[config.mk]
export PLATFORM = sky130hd
export DESIGN_NAME = satagtx_rst_seq
export DESIGN_NICKNAME = d
export VERILOG_FILES = /design/src/rtl/satagtx_rst_seq.sv
export SDC_FILE = /design/constraint.sdc
export NUM_CORES = 1
export LEC_CHECK = 0
export BUFFER_PORTS_ARGS = -buffer_cell sky130_fd_sc_hd__buf_2
export CORE_UTILIZATION = 40
export DETAILED_ROUTE_END_ITERATION = 12
export PLACE_DENSITY_LB_ADDON = 0.1
export SYNTH_ARGS = -nofsm -noshare
export SYNTH_HDL_FRONTEND = slang
export SYNTH_SLANG_ARGS = --single-unit
export TNS_END_PERCENT = 30
[constraint.sdc]
create_clock -name clk -period 3.09 [get_ports clk]
set_input_delay 0.4635 -clock clk [delete_from_list [all_inputs] [get_ports clk]]
set_output_delay 0.4635 -clock clk [all_outputs]
set_load 0.01 [all_outputs]
[src/rtl/satagtx_rst_seq.sv]
// satagtx_rst_seq: reset and lock sequencer for 1-4 SATA GTX/GTP channels
// sharing one transceiver tile. It pulses the tile PLL reset and then the
// user-clock DCM/PLL reset. Next it releases the per-channel TX/RX resets
// and reports per-channel readiness. Lock loss restarts the sequence, and
// bounded waits are retried before the block latches a failure.
//
// Optional build macro SATAGTX_LOCK_FILTER_EN: when it is defined, the
// synchronized tile PLL lock and user-clock lock each need C_LOCK_FILTER
// consecutive high cycles before the sequencer trusts them.
`timescale 1ns/1ps

module satagtx_rst_seq #(
  parameter int C_NUM_CHANNELS  = 2,
  parameter int C_GTXRST_CYCLES = 16,
  parameter int C_DCMRST_CYCLES = 8,
  parameter int C_LOCK_TIMEOUT  = 65535,
  parameter int C_MAX_RETRY     = 3,
  parameter int C_LOCK_FILTER   = 32
) (
  input  logic                      clk,
  input  logic                      rst,
  input  logic                      tile_plllkdet,
  input  logic                      usrclk_locked,
  input  logic [C_NUM_CHANNELS-1:0] resetdone,
  input  logic [C_NUM_CHANNELS-1:0] rx_reset_req,
  output logic                      tile_gtxreset,
  output logic                      usrclk_reset,
  output logic [C_NUM_CHANNELS-1:0] ch_txreset,
  output logic [C_NUM_CHANNELS-1:0] ch_rxreset,
  output logic [C_NUM_CHANNELS-1:0] phy_ready,
  output logic                      seq_fail,
  output logic [2:0]                seq_state
);

  typedef enum logic [2:0] {
    ST_IDLE     = 3'd0,
    ST_GTX_RST  = 3'd1,
    ST_WAIT_PLL = 3'd2,
    ST_DCM_RST  = 3'd3,
    ST_WAIT_DCM = 3'd4,
    ST_CH_RST   = 3'd5,
    ST_READY    = 3'd6,
    ST_FAIL     = 3'd7
  } state_t;

  // The pulse counter only has to reach (longest pulse - 1).
  localparam int PMAX = (C_GTXRST_CYCLES > C_DCMRST_CYCLES) ? C_GTXRST_CYCLES : C_DCMRST_CYCLES;
  localparam int PW   = (PMAX < 2) ? 1 : $clog2(PMAX);
  localparam int RW   = $clog2(C_DCMRST_CYCLES + 1);
  localparam logic [19:0] C_TMO = 20'(C_LOCK_TIMEOUT);
  localparam logic [3:0]  C_MAXR = 4'(C_MAX_RETRY);

  // Reject parameter values the sequencer was never meant to handle.
  generate
    if (C_NUM_CHANNELS < 1 || C_NUM_CHANNELS > 4 || C_GTXRST_CYCLES < 2 ||
        C_DCMRST_CYCLES < 2 || C_LOCK_TIMEOUT < 1 || C_LOCK_TIMEOUT > 1048575 ||
        C_MAX_RETRY < 1 || C_MAX_RETRY > 15 || C_LOCK_FILTER < 1) begin : g_param_err
      $error("satagtx_rst_seq: parameter out of range");
    end
  endgenerate

  // ---------------------------------------------------------------------
  // Input synchronizers. These flops carry no reset on purpose: the lock
  // state of the hardware is not changed by rst, so the sequencer sees the
  // true lock state at once after rst is released.
  // ---------------------------------------------------------------------
  logic [1:0]                plk_sync_reg;
  logic [1:0]                ulk_sync_reg;
  logic [C_NUM_CHANNELS-1:0] rd_meta_reg;
  logic [C_NUM_CHANNELS-1:0] rd_sync_reg;
  logic [1:0]                lock_sync;
  logic [1:0]                lock_filt;
  logic                      plk;
  logic                      ulk;
  logic [C_NUM_CHANNELS-1:0] rd;

  // Two-flop synchronizer for every asynchronous status input.
  always_ff @(posedge clk) begin
    plk_sync_reg <= {plk_sync_reg[0], tile_plllkdet};
    ulk_sync_reg <= {ulk_sync_reg[0], usrclk_locked};
    rd_meta_reg  <= resetdone;
    rd_sync_reg  <= rd_meta_reg;
  end

  assign lock_sync = {ulk_sync_reg[1], plk_sync_reg[1]};

`ifdef SATAGTX_LOCK_FILTER_EN
  localparam int FW = $clog2(C_LOCK_FILTER + 1);

  genvar gi_f;
  generate
    for (gi_f = 0; gi_f < 2; gi_f++) begin : g_filt
      logic [FW-1:0] cnt_reg;

      // Count consecutive high samples and saturate at the filter length.
      always_ff @(posedge clk) begin
        if (!lock_sync[gi_f]) begin
          cnt_reg <= '0;
        end else if (cnt_reg != FW'(C_LOCK_FILTER)) begin
          cnt_reg <= cnt_reg + 1'b1;
        end
      end

      // The lock rises only after a full run of highs. It drops on the
      // first low sample because the sync value gates it directly.
      assign lock_filt[gi_f] = lock_sync[gi_f] & (cnt_reg == FW'(C_LOCK_FILTER));
    end
  endgenerate
`else
  assign lock_filt = lock_sync;
`endif

  assign plk = lock_filt[0];
  assign ulk = lock_filt[1];
  assign rd  = rd_sync_reg;

  // ---------------------------------------------------------------------
  // Sequencer state, counters and registered outputs
  // ---------------------------------------------------------------------
  state_t                    state_reg, state_next;
  logic [PW-1:0]             pulse_cnt_reg, pulse_cnt_next;
  logic [19:0]               tmo_cnt_reg, tmo_cnt_next;
  logic [3:0]                retry_cnt_reg, retry_next;
  logic                      tmo_hit;
  logic                      tmo_fire;

  logic                      tile_gtxreset_reg, tile_gtxreset_next;
  logic                      usrclk_reset_reg, usrclk_reset_next;
  logic [C_NUM_CHANNELS-1:0] ch_txreset_reg, ch_txreset_next;
  logic [C_NUM_CHANNELS-1:0] ch_rxreset_reg, ch_rxreset_next;
  logic [C_NUM_CHANNELS-1:0] phy_ready_reg, phy_ready_next;
  logic                      seq_fail_reg, seq_fail_next;
  logic                      hold_chan;
  logic                      ready_next;

  assign tmo_hit = (tmo_cnt_reg == C_TMO);

  // Next-state logic. A wait that reaches the timeout restarts the
  // sequence (or fails once retries are used up). Lock loss in READY
  // restarts without using a retry.
  always_comb begin
    state_next = state_reg;
    retry_next = retry_cnt_reg;
    tmo_fire   = 1'b0;
    case (state_reg)
      ST_IDLE:     state_next = ST_GTX_RST;
      ST_GTX_RST:  if (pulse_cnt_reg == PW'(C_GTXRST_CYCLES - 1)) state_next = ST_WAIT_PLL;
      ST_WAIT_PLL: begin
        if (plk)          state_next = ST_DCM_RST;
        else if (tmo_hit) tmo_fire   = 1'b1;
      end
      ST_DCM_RST:  if (pulse_cnt_reg == PW'(C_DCMRST_CYCLES - 1)) state_next = ST_WAIT_DCM;
      ST_WAIT_DCM: begin
        if (ulk)          state_next = ST_CH_RST;
        else if (tmo_hit) tmo_fire   = 1'b1;
      end
      ST_CH_RST: begin
        if (&rd)          state_next = ST_READY;
        else if (tmo_hit) tmo_fire   = 1'b1;
      end
      ST_READY: begin
        if (!plk)      state_next = ST_GTX_RST;
        else if (!ulk) state_next = ST_DCM_RST;
      end
      ST_FAIL:     state_next = ST_FAIL;
      default:     state_next = ST_IDLE;
    endcase
    if (tmo_fire) begin
      if (retry_cnt_reg == C_MAXR) begin
        state_next = ST_FAIL;
      end else begin
        state_next = ST_GTX_RST;
        retry_next = retry_cnt_reg + 4'd1;
      end
    end
    if (state_next == ST_READY && state_reg != ST_READY) begin
      retry_next = '0;
    end
  end

  // The pulse and timeout counters restart on every state change. Each one
  // counts only in the states that use it.
  always_comb begin
    pulse_cnt_next = '0;
    tmo_cnt_next   = '0;
    if (state_next == state_reg) begin
      if (state_reg == ST_GTX_RST || state_reg == ST_DCM_RST) begin
        pulse_cnt_next = pulse_cnt_reg + 1'b1;
      end
      if (state_reg == ST_WAIT_PLL || state_reg == ST_WAIT_DCM || state_reg == ST_CH_RST) begin
        tmo_cnt_next = tmo_cnt_reg + 1'b1;
      end
    end
  end

  // Output values are decoded from the next state. The registered outputs
  // therefore change in the same cycle as seq_state.
  always_comb begin
    hold_chan          = (state_next != ST_CH_RST) && (state_next != ST_READY);
    ready_next         = (state_next == ST_READY);
    tile_gtxreset_next = (state_next == ST_IDLE) || (state_next == ST_GTX_RST) ||
                         (state_next == ST_FAIL);
    usrclk_reset_next  = (state_next == ST_IDLE) || (state_next == ST_GTX_RST) ||
                         (state_next == ST_WAIT_PLL) || (state_next == ST_DCM_RST) ||
                         (state_next == ST_FAIL);
    ch_txreset_next    = {C_NUM_CHANNELS{hold_chan}};
    seq_fail_next      = (state_next == ST_FAIL);
  end

  genvar gi;
  generate
    for (gi = 0; gi < C_NUM_CHANNELS; gi++) begin : g_ch
      logic [RW-1:0] rx_cnt_reg, rx_cnt_next;
      logic          rx_accept;

      // Per-channel RX re-reset pulse. The request is honoured only when
      // READY holds across the cycle, so a lock loss in the same cycle wins.
      always_comb begin
        rx_accept   = (state_reg == ST_READY) && (state_next == ST_READY) && rx_reset_req[gi];
        rx_cnt_next = '0;
        if (state_next == ST_READY) begin
          if (rx_accept) begin
            rx_cnt_next = RW'(C_DCMRST_CYCLES);
          end else if (rx_cnt_reg != '0) begin
            rx_cnt_next = rx_cnt_reg - 1'b1;
          end
        end
      end

      // Pulse counter register.
      always_ff @(posedge clk) begin
        if (rst) rx_cnt_reg <= '0;
        else     rx_cnt_reg <= rx_cnt_next;
      end

      assign ch_rxreset_next[gi] = hold_chan | (rx_cnt_next != '0);
      assign phy_ready_next[gi]  = ready_next & rd[gi] & ~ch_rxreset_next[gi];
    end
  endgenerate

  // State, counters and output registers. rst forces the reset values.
  always_ff @(posedge clk) begin
    if (rst) begin
      state_reg         <= ST_IDLE;
      pulse_cnt_reg     <= '0;
      tmo_cnt_reg       <= '0;
      retry_cnt_reg     <= '0;
      tile_gtxreset_reg <= 1'b1;
      usrclk_reset_reg  <= 1'b1;
      ch_txreset_reg    <= '1;
      ch_rxreset_reg    <= '1;
      phy_ready_reg     <= '0;
      seq_fail_reg      <= 1'b0;
    end else begin
      state_reg         <= state_next;
      pulse_cnt_reg     <= pulse_cnt_next;
      tmo_cnt_reg       <= tmo_cnt_next;
      retry_cnt_reg     <= retry_next;
      tile_gtxreset_reg <= tile_gtxreset_next;
      usrclk_reset_reg  <= usrclk_reset_next;
      ch_txreset_reg    <= ch_txreset_next;
      ch_rxreset_reg    <= ch_rxreset_next;
      phy_ready_reg     <= phy_ready_next;
      seq_fail_reg      <= seq_fail_next;
    end
  end

  assign tile_gtxreset = tile_gtxreset_reg;
  assign usrclk_reset  = usrclk_reset_reg;
  assign ch_txreset    = ch_txreset_reg;
  assign ch_rxreset    = ch_rxreset_reg;
  assign phy_ready     = phy_ready_reg;
  assign seq_fail      = seq_fail_reg;
  assign seq_state     = state_reg;

endmodule
==> flow_metrics.env <==
export IMPL_tightest_slew_ns=0.599
export IMPL_fin_setup_tns_ns=0
export IMPL_drtAntennaViolNets=0
export IMPL_diodes=0
export IMPL_p_leak_nw=1.04
export IMPL_finalCritPeriodShare_pct=83.2
export IMPL_synth_distinct_cells=52
export IMPL_ir_drop_mv=0.232
export IMPL_post_route_min_period_ns=2.57
export IMPL_cpMaxStageDelayCell="dfxtp_1"
export IMPL_drv_cap=0
export IMPL_postPlaceCellArea_um2=2710
export IMPL_synth_edff_count=0
export IMPL_initialDrtViolationCount=79
export IMPL_cp_arrival_ns=2.75
export IMPL_drv_slew=0
export IMPL_worstSkewPairLatency_ns=0.30
export IMPL_setup_reg_to_reg_worst_slack_ns=0.52
export IMPL_max_stage_delay_ns=0.58
export IMPL_startpoint_type="flop"
export IMPL_max_freq_ghz=0.389
export IMPL_fp_dieArea_um2=6770
export IMPL_drc=0
export IMPL_final_setup_skew_ns=0.00557
export IMPL_synth_area_um2=2580
export IMPL_ys_seq_elements=55
export IMPL_rsz0062_at_grt="no"
export IMPL_gp_congestion=0.777
export IMPL_ys_warnings_count=0
export IMPL_critPathCaptureType="flop"
export IMPL_outcome="finished clean"
export IMPL_wl_per_cell_um=12.7
export IMPL_firstDrtPassIters=4
export IMPL_grt_overflow=0
export IMPL_antenna_found_initial=0
export IMPL_fin_util_pct=46.4
export IMPL_clockBufferDepth=2
export IMPL_viasPerCell=5.09
export IMPL_grt_pass1_wl_mm=8.14
export IMPL_cts_resized_gates=0
export IMPL_max_slew_margin_pct=59.7
export IMPL_power_density_nw_per_um2=430
export IMPL_path_buf_inv=0
export IMPL_nNetsFinal=302
export IMPL_synthToLayoutAreaGrowth_pct=9.17
export IMPL_seq_area_frac_synth_pct=42.7
export IMPL_grt_pass1_vias=1759
export IMPL_async_flop_share_pct=0
export IMPL_final_cell_mix="dfxtp_1 (55), nor2_1 (28), nand2_1 (19), buf_2 (19), nand3_1 (18)"
export IMPL_drive_gt1_share_pct=17.1
export IMPL_vias=1841
export IMPL_crit_path_max_fanout=13
export IMPL_grt_usage_pct=15.8
export IMPL_crit_family="simple AND/OR/NAND/NOR gates"
export IMPL_clock_sinks=55
export IMPL_root_buffer="clkbuf_8"
export IMPL_dpl_cell_count=355
export IMPL_grt_max_degree=21
export IMPL_finalHoldViolCount=0
export IMPL_clk_pin_slew_ns=0.09
export IMPL_syn_nets=284
export IMPL_setup_viol=0
export IMPL_worstPathCellList="or3b_1, o32ai_2, and3_1, mux2_4, xnor2_4, nor4_2"
export IMPL_core_um2=6060
export IMPL_hold_class="primary input to flop"
export IMPL_start_util_pct=42.5
export IMPL_cts_buffers=5
export IMPL_critPathKind="flop to flop"
export IMPL_post_cts_buffers=0
export IMPL_pin_count=20
export IMPL_worst_ep_required_time_ns=3.27
export IMPL_synth_ff_type="dfxtp_1"
export IMPL_largest_reg_flops=20
export IMPL_final_common_cell="dfxtp_1"
export IMPL_drt_wl_total_mm=4.61
export IMPL_hold_buffers=0
export IMPL_cts_tree="yes"
export IMPL_syn_inst=269
export IMPL_io_buffer_count=19
export IMPL_cts_max_level=2
export IMPL_syn_area_per_cell_um2=9.59
export IMPL_final_cells=362
export IMPL_fin_area_um2=2820
export IMPL_dp_hpwl_mm=3.42
export IMPL_die_w_um=82.3
export IMPL_row_count=28
export IMPL_die_h_um=82.3
-- final cells by class --
| cell class | count | area (um^2) |
|---|---|---|
| Inverter | 12 | 45.0 |
| Multi-Input combinational cell | 193 | 1370 |
| Fill cell | 598 | 3250 |
| Clock buffer | 6 | 72.6 |
| Tap cell | 75 | 93.8 |
| Clock inverter | 1 | 30.0 |
| Timing Repair Buffer | 20 | 103 |
| Sequential cell | 55 | 1100 |
-- through the flow --
step	hold slack [ns]	setup slack (ns)	power [W]
floorplan	0.310	0.944	0.000759
finish	0.256	0.518	0.00121
global placement	0.311	0.584	0.000769
global route	0.244	0.373	0.00126
detailed placement	0.312	0.559	0.000769
CTS	0.246	0.537	0.00123
-- Yosys cell counts (all sizes together), types with 2 or more instances --
library cell / number / area, um^2
nor4: 11 / 140
nand2: 19 / 71.3
nand3: 20 / 110
o21ai: 2 / 10.0
buf: 7 / 55.1
or3b: 2 / 17.5
inv: 12 / 45.0
nor2: 28 / 105
nand4: 7 / 50.1
or3: 5 / 31.3
nor3: 8 / 45.0
a211oi: 2 / 20.0
mux2: 2 / 30.0
and2b: 2 / 15.0
nor4b: 3 / 45.0
a41o: 2 / 20.0
ha: 7 / 87.6
clkbuf: 2 / 7.51
dfxtp: 55 / 1100
xor2: 11 / 96.3
o21bai: 2 / 15.0
nand2b: 9 / 56.3
a21oi: 9 / 45.0
and2: 3 / 18.8
and3: 9 / 56.3
xnor2: 13 / 133
-- report_power, final --
part / internal (W) / total, W / switching (W)
clock network: 0.000238 / 0.000458 / 0.000220
registers: 0.000716 / 0.000723 / 0.00000744
logic: 0.0000122 / 0.0000287 / 0.0000166
total: 0.000966 / 0.00121 / 0.000244
-- worst paths after layout --
check,from,to,depth (start not counted)
setup / recovery,seq_state[1],tmo_cnt_reg[7],6
hold / removal,resetdone[0],rd_meta_reg[0],1
setup reg to reg,seq_state[1],tmo_cnt_reg[7],6
hold reg to reg,ulk_sync_reg[0],ulk_sync_reg[1],0
-- metal layers --
| metal | up-vias | track usage (%) | wire length [um] |
|---|---|---|---|
| met5 | - | 0 | 0 |
| met4 | 0 | 4.91 | 42 |
| met3 | 4 | 2.97 | 132 |
| met2 | 26 | 24.5 | 1940 |
| met1 | 835 | 21.9 | 2500 |
| li1 | 976 | - | - |
-- worst register-to-register path, stage by stage, from the launching register on --
cell and delay (ns):
dfxtp_1 0.58, or3b_1 0.45, o32ai_2 0.17, and3_1 0.39, mux2_4 0.37, xnor2_4 0.39, nor4_2 0.11
-- cells by family (layout without fill, tap and decap cells) --
group / after synthesis / count (layout) / synth area share [%]
fa+ha+maj: 7 / 7 / 3.40
buf+inv: 21 / 39 / 4.17
simple gates: 131 / 131 / 31.1
flops: 55 / 55 / 42.7
compound gates: 28 / 28 / 8.20
mux: 3 / 3 / 1.55
xor+xnor: 24 / 24 / 8.88
Note: power is estimated with default switching activity, not from simulation.
